===== config.mk =====
export PLATFORM = sky130hd
export DESIGN_NAME = mem_port_arbiter
export DESIGN_NICKNAME = d
export VERILOG_FILES = /design/src/rtl/mem_port_arbiter.sv
export SDC_FILE = /design/constraint.sdc
export NUM_CORES = 1
export LEC_CHECK = 0
export BUFFER_PORTS_ARGS = -buffer_cell sky130_fd_sc_hd__buf_4
export CAP_MARGIN = 20
export CORE_MARGIN = 3
export CORE_UTILIZATION = 52
export DETAILED_ROUTE_END_ITERATION = 7
export GPL_TIMING_DRIVEN = 0
export PLACE_DENSITY = 0.91
export SLEW_MARGIN = 20
export SYNTH_ARGS = -nofsm -noshare
export SYNTH_HDL_FRONTEND = slang
export SYNTH_SLANG_ARGS = --single-unit

===== constraint.sdc =====
create_clock -name clk -period 3 [get_ports clk]
set_input_delay 0.6 -clock clk [delete_from_list [all_inputs] [get_ports clk]]
set_output_delay 0.6 -clock clk [all_outputs]
set_load 0.02 [all_outputs]

===== src/rtl/mem_port_arbiter.sv =====
// mem_port_arbiter
//   Single-port BRAM access controller shared by the instruction-fetch master
//   (if_*) and the data load/store master (dm_*). One transaction is in flight
//   at a time. The fixed BRAM read latency is counted internally, so the
//   masters only see req/gnt/rvalid (or wdone) handshakes.
//
//   Optional build macro: ARB_RR_EN
//     defined   -> round-robin between the two masters on a tie
//     undefined -> fixed priority, dm wins every tie
//
//   Ports
//     clk, reset_n             clock, asynchronous active-low reset
//     if_req/if_addr           fetch request (held until if_gnt)
//     if_gnt/if_rvalid/if_rdata fetch grant pulse, data-valid pulse, data
//     dm_req/dm_we/dm_addr/dm_wdata  data request (held until dm_gnt)
//     dm_gnt/dm_rvalid/dm_rdata/dm_wdone  data grant, load valid, load data,
//                              store committed
//     mem_en/mem_ren/mem_wen/mem_addr/mem_din/mem_dout  BRAM port
//     busy                     high while a transaction is in flight
module mem_port_arbiter #(
  parameter int ADDR_W = 16,
  parameter int DATA_W = 32,
  parameter int RD_LAT = 3
) (
  input  logic              clk,
  input  logic              reset_n,
  input  logic              if_req,
  input  logic [ADDR_W-1:0] if_addr,
  output logic              if_gnt,
  output logic              if_rvalid,
  output logic [DATA_W-1:0] if_rdata,
  input  logic              dm_req,
  input  logic              dm_we,
  input  logic [ADDR_W-1:0] dm_addr,
  input  logic [DATA_W-1:0] dm_wdata,
  output logic              dm_gnt,
  output logic              dm_rvalid,
  output logic [DATA_W-1:0] dm_rdata,
  output logic              dm_wdone,
  output logic              mem_en,
  output logic              mem_ren,
  output logic              mem_wen,
  output logic [ADDR_W-1:0] mem_addr,
  output logic [DATA_W-1:0] mem_din,
  input  logic [DATA_W-1:0] mem_dout,
  output logic              busy
);

  typedef enum logic [1:0] {IDLE, RD_WAIT, WR_DONE} state_t;

  localparam logic [3:0] CNT_INIT = 4'(RD_LAT - 1);

  state_t            state_q, state_d;
  logic [3:0]        cnt_q, cnt_d;
  logic              owner_q, owner_d;      // 1 = dm owns the port
  logic              if_gnt_q, if_gnt_d, dm_gnt_q, dm_gnt_d;
  logic              if_rvalid_q, if_rvalid_d, dm_rvalid_q, dm_rvalid_d;
  logic              dm_wdone_q, dm_wdone_d;
  logic [DATA_W-1:0] if_rdata_q, if_rdata_d, dm_rdata_q, dm_rdata_d;
  logic              mem_en_q, mem_en_d, mem_ren_q, mem_ren_d;
  logic              mem_wen_q, mem_wen_d;
  logic [ADDR_W-1:0] mem_addr_q, mem_addr_d;
  logic [DATA_W-1:0] mem_din_q, mem_din_d;
  logic              pick_dm;

`ifdef ARB_RR_EN
  logic last_owner_q, last_owner_d;         // 1 = dm, resets to if
  // On a tie the port that was not served last wins.
  assign pick_dm = dm_req && (!if_req || !last_owner_q);
`else
  assign pick_dm = dm_req;
`endif

  always_comb begin
    state_d     = state_q;
    cnt_d       = cnt_q;
    owner_d     = owner_q;
    if_gnt_d    = 1'b0;
    dm_gnt_d    = 1'b0;
    if_rvalid_d = 1'b0;
    dm_rvalid_d = 1'b0;
    dm_wdone_d  = 1'b0;
    if_rdata_d  = if_rdata_q;
    dm_rdata_d  = dm_rdata_q;
    mem_en_d    = mem_en_q;
    mem_ren_d   = mem_ren_q;
    mem_wen_d   = mem_wen_q;
    mem_addr_d  = mem_addr_q;
    mem_din_d   = mem_din_q;
`ifdef ARB_RR_EN
    last_owner_d = last_owner_q;
`endif
    case (state_q)
      IDLE: begin
        if (if_req || dm_req) begin
          mem_en_d = 1'b1;
          owner_d  = pick_dm;
`ifdef ARB_RR_EN
          last_owner_d = pick_dm;
`endif
          if (pick_dm) begin
            dm_gnt_d   = 1'b1;
            mem_addr_d = dm_addr;
          end else begin
            if_gnt_d   = 1'b1;
            mem_addr_d = if_addr;
          end
          if (pick_dm && dm_we) begin
            mem_wen_d = 1'b1;
            mem_ren_d = 1'b0;
            mem_din_d = dm_wdata;
            state_d   = WR_DONE;
          end else begin
            mem_ren_d = 1'b1;
            mem_wen_d = 1'b0;
            cnt_d     = CNT_INIT;
            state_d   = RD_WAIT;
          end
        end
      end
      RD_WAIT: begin
        if (cnt_q != 4'd0) begin
          cnt_d = cnt_q - 4'd1;
        end else begin
          // Address has been stable for RD_LAT cycles: mem_dout is valid.
          if (owner_q) begin
            dm_rdata_d  = mem_dout;
            dm_rvalid_d = 1'b1;
          end else begin
            if_rdata_d  = mem_dout;
            if_rvalid_d = 1'b1;
          end
          mem_en_d  = 1'b0;
          mem_ren_d = 1'b0;
          state_d   = IDLE;
        end
      end
      WR_DONE: begin
        mem_en_d   = 1'b0;
        mem_wen_d  = 1'b0;
        dm_wdone_d = 1'b1;
        state_d    = IDLE;
      end
      default: state_d = IDLE;
    endcase
  end

  always_ff @(posedge clk or negedge reset_n) begin
    if (!reset_n) begin
      state_q     <= IDLE;
      cnt_q       <= '0;
      owner_q     <= 1'b0;
      if_gnt_q    <= 1'b0;
      dm_gnt_q    <= 1'b0;
      if_rvalid_q <= 1'b0;
      dm_rvalid_q <= 1'b0;
      dm_wdone_q  <= 1'b0;
      if_rdata_q  <= '0;
      dm_rdata_q  <= '0;
      mem_en_q    <= 1'b0;
      mem_ren_q   <= 1'b0;
      mem_wen_q   <= 1'b0;
      mem_addr_q  <= '0;
      mem_din_q   <= '0;
    end else begin
      state_q     <= state_d;
      cnt_q       <= cnt_d;
      owner_q     <= owner_d;
      if_gnt_q    <= if_gnt_d;
      dm_gnt_q    <= dm_gnt_d;
      if_rvalid_q <= if_rvalid_d;
      dm_rvalid_q <= dm_rvalid_d;
      dm_wdone_q  <= dm_wdone_d;
      if_rdata_q  <= if_rdata_d;
      dm_rdata_q  <= dm_rdata_d;
      mem_en_q    <= mem_en_d;
      mem_ren_q   <= mem_ren_d;
      mem_wen_q   <= mem_wen_d;
      mem_addr_q  <= mem_addr_d;
      mem_din_q   <= mem_din_d;
    end
  end

`ifdef ARB_RR_EN
  always_ff @(posedge clk or negedge reset_n) begin
    if (!reset_n) last_owner_q <= 1'b0;
    else          last_owner_q <= last_owner_d;
  end
`endif

  assign if_gnt    = if_gnt_q;
  assign dm_gnt    = dm_gnt_q;
  assign if_rvalid = if_rvalid_q;
  assign dm_rvalid = dm_rvalid_q;
  assign dm_wdone  = dm_wdone_q;
  assign if_rdata  = if_rdata_q;
  assign dm_rdata  = dm_rdata_q;
  assign mem_en    = mem_en_q;
  assign mem_ren   = mem_ren_q;
  assign mem_wen   = mem_wen_q;
  assign mem_addr  = mem_addr_q;
  assign mem_din   = mem_din_q;
  assign busy      = (state_q != IDLE);

endmodule


==> out/results.tsv <==
stage	metric	value	unit
run_status	status	complete, no violations	
logic_synthesis	synthMuxAreaShare	0.2588	
drt	wirelength	13.38	mm
die	die_area	11440	um^2
hold_path	hp-class	input pin to async pin	
sta	final_max_slew_viol_count	0	
logic_synthesis	synth_top_family_by_area	multiplexers	
sta	rsz0062_at_grt	no	
die	die_w	106.9	um
place	post-dp-hpwl	9.965	mm
sta	tightest_slew	639.6	ps
run	maxCapViolCount	0	
logic_synthesis	avgSynthCellArea	15.05	um^2
global_routing	grt_overflow	0	
clock_network	cts_buffers	17	
setup_path	reg2reg_from	state_q[1]$_DFFE_PN0P_	
setup_path	rrSetupSlack	1010	ps
drt	avgViaCountPerCell	5.053	
layout	nFillCells	582	
sta	slew_headroom	0.5736	
logic_synthesis	synth_cell_types	38	
logic_synthesis	synthFlopType	dfrtp_1	
clock_network	htree_levels	4	
logic_synthesis	ys_ff_latch	127	
sta	setup_ws	780.1	ps
die	initial_core_util	0.5396	
place	place_inst	706	
layout	area_delta_synth_final	45.17	%
sta	tns	0	ps
place	place.gp.congestion	0.7810	
layout	layout-drive-gt1-share	0.6070	
drt	vias	3719	
clock_network	clk_path_buf_depth	2	
clock_network	worstSkewPairLatency	500	ps
logic_synthesis	synth-compound-area-share	0.04085	
layout	nNetsFinal	700	
setup_path	crit_required	2400	ps
drt	drc	0	
clock_network	ctsResizeCount	0	
layout	finalInstanceArea	7692	um^2
logic_synthesis	synth_area	5299	um^2
setup_path	startpoint	state_q[1]$_DFFE_PN0P_	
die	pin_count	222	
global_routing	antenna_found_initial	0	
place	placed_area	7148	um^2
pwr	p_leak	3.821	nW
setup_path	end_kind	primary output	
sta	skew	6.551	ps
layout	diodes	0	
logic_synthesis	ys_seq_area_frac	0.5998	
global_routing	track_usage	0.2403	
logic_synthesis	synthCells	352	
clock_network	post_cts_hold_buffer_count	0	
global_routing	grt_pass1_wl	21.01	mm
logic_synthesis	synth-xor-area-share	0	
layout	final_common_cell	buf_4	
layout	final_cells	736	
clock_network	post_cts_buffers	0	
setup_path	crit_arrival	1620	ps
pwr	peakVddDrop	0.6339	mV
setup_path	worstReg2RegEnd	if_rdata[20]$_DFFE_PN0P_	
clock_network	clk_pin_slew_worst_paths	50	ps
pwr	powerDensity	1187	nW/um^2
die	core_area	9819	um^2
logic_synthesis	synthSimpleGateAreaFrac	0.04463	
sta	timing.fmax	0.4505	GHz
logic_synthesis	ys_top_cells_by_area	dfrtp_1, mux2_2, mux2_4	
setup_path	cp-endpoint	busy	
global_routing	grt_pass1_vias	3997	
pwr	finalPower	9.130	mW
drt	initialDrtViolationCount	134	
logic_synthesis	synth_edf_count	0	
place	place_ws	1024	ps
sta	hold_violations	0	
sta	fin_crit_sh	0.7400	
layout	fin_util	0.7834	
setup_path	worstPathMaxFanout	9	
sta	fin_hold_ws	94.47	ps
logic_synthesis	syn_nets	460	
die	rows	36	
layout	layout_common_cells	buf_4, dfrtp_1, mux2_2, mux2_4, nand2_1	
drt	drt-pass1-iter-count	4	
drt	wl_per_cell	18.18	um
clock_network	cts.sinks	127	
setup_path	crit_type	register to primary output	
sta	setup_viol	0	
drt	ant_nets	0	
clock_network	cts_tree	built	
place	port-buffer-count	220	
die	die_h	106.9	um
logic_synthesis	async_reset_ff_frac	1.000	
logic_synthesis	yosysTopAreaCell	dfrtp_1	
clock_network	cts_root_buffer	clkbuf_8	
setup_path	startpoint_type	register	
sta	fin_crit	2220	ps
logic_synthesis	synth_top_area_share	0.5998	
setup_path	worstRegToRegCells	8	
logic_synthesis	synth_warnings	0	
global_routing	grt_max_degree	70	
logic_synthesis	synth_fa_ha_area_frac	0.01653	
-- synthesized netlist by cell type, drive strengths merged, types with 2 or more instances --
cell and instances:
a21oi 2, a22o 4, and2 2, buf 15, clkbuf 4, dfrtp 127, ha 7, inv 9
mux2 97, mux2i 17, nand2 21, nor2 4, nor2b 3, o21ai 17, o31ai 2, o41ai 3
or2 2, or3 2
-- critical path: stages, from the launching register on --
cell and delay [ps]:
dfrtp_1 400, inv_1 120, ha_1 160, buf_2 180, inv_1 90, buf_4 160
-- how the worst min path moves through the flow --
stage / start / end
2_1_floorplan: reset_n / cnt_q[0]$_DFFE_PN0P_
3_3_place_gp: mem_addr[12]$_DFFE_PN0P_ / mem_addr[12]$_DFFE_PN0P_
3_5_place_dp: mem_addr[1]$_DFFE_PN0P_ / mem_addr[1]$_DFFE_PN0P_
4_1_cts: reset_n / if_rdata[10]$_DFFE_PN0P_
5_1_grt: reset_n / if_rdata[10]$_DFFE_PN0P_
6_report: reset_n / dm_rdata[10]$_DFFE_PN0P_
-- final cells by class --
| class | instances | area (um^2) | share of cell area |
|---|---|---|---|
| sequential | 127 | 3178 | 0.4131 |
| multi-input combinational | 197 | 1912 | 0.2485 |
| timing repair buffer | 221 | 1683 | 0.2188 |
| clock buffer | 23 | 456.7 | 0.05937 |
| buffer | 19 | 175.2 | 0.02277 |
| tap | 133 | 166.4 | 0.02163 |
| clock inverter | 7 | 87.58 | 0.01139 |
| inverter | 9 | 33.78 | 0.004392 |
-- flip-flops by register name (all words and copies together) (netlist names) --
register   count
cnt_q          4
dm_gnt         1
dm_rdata      32
dm_rvalid      1
dm_wdone       1
if_gnt         1
if_rdata      32
if_rvalid      1
mem_addr      16
mem_din       32
mem_en         1
mem_ren        1
mem_wen        1
owner_q        1
state_q        2
-- kinds of logic after synthesis --
| family | after synthesis |
|---|---|
| muxes | 114 |
| adders and majority gates | 7 |
| and+or+nand+nor | 43 |
| DFF | 127 |
| AOI/OAI and AO/OA | 33 |
| buffers and inverters | 28 |
-- report_power, final --
part | leakage [nW] | total [mW] | switching [mW] | internal [mW]
combinational | 2.02 | 4.15 | 2.10 | 2.04
clock | 0.268 | 1.90 | 0.693 | 1.21
sequential | 1.54 | 3.08 | 0.528 | 2.55
-- metal layers --
layer,track usage,share of wire,vias up
li1,-,-,1714
met1,0.2810,0.39,1830
met2,0.4231,0.53,164
met3,0.08128,0.077,11
met4,0.06484,0.0078,0
met5,0,0,-
Note: power is estimated with default switching activity, not from simulation.
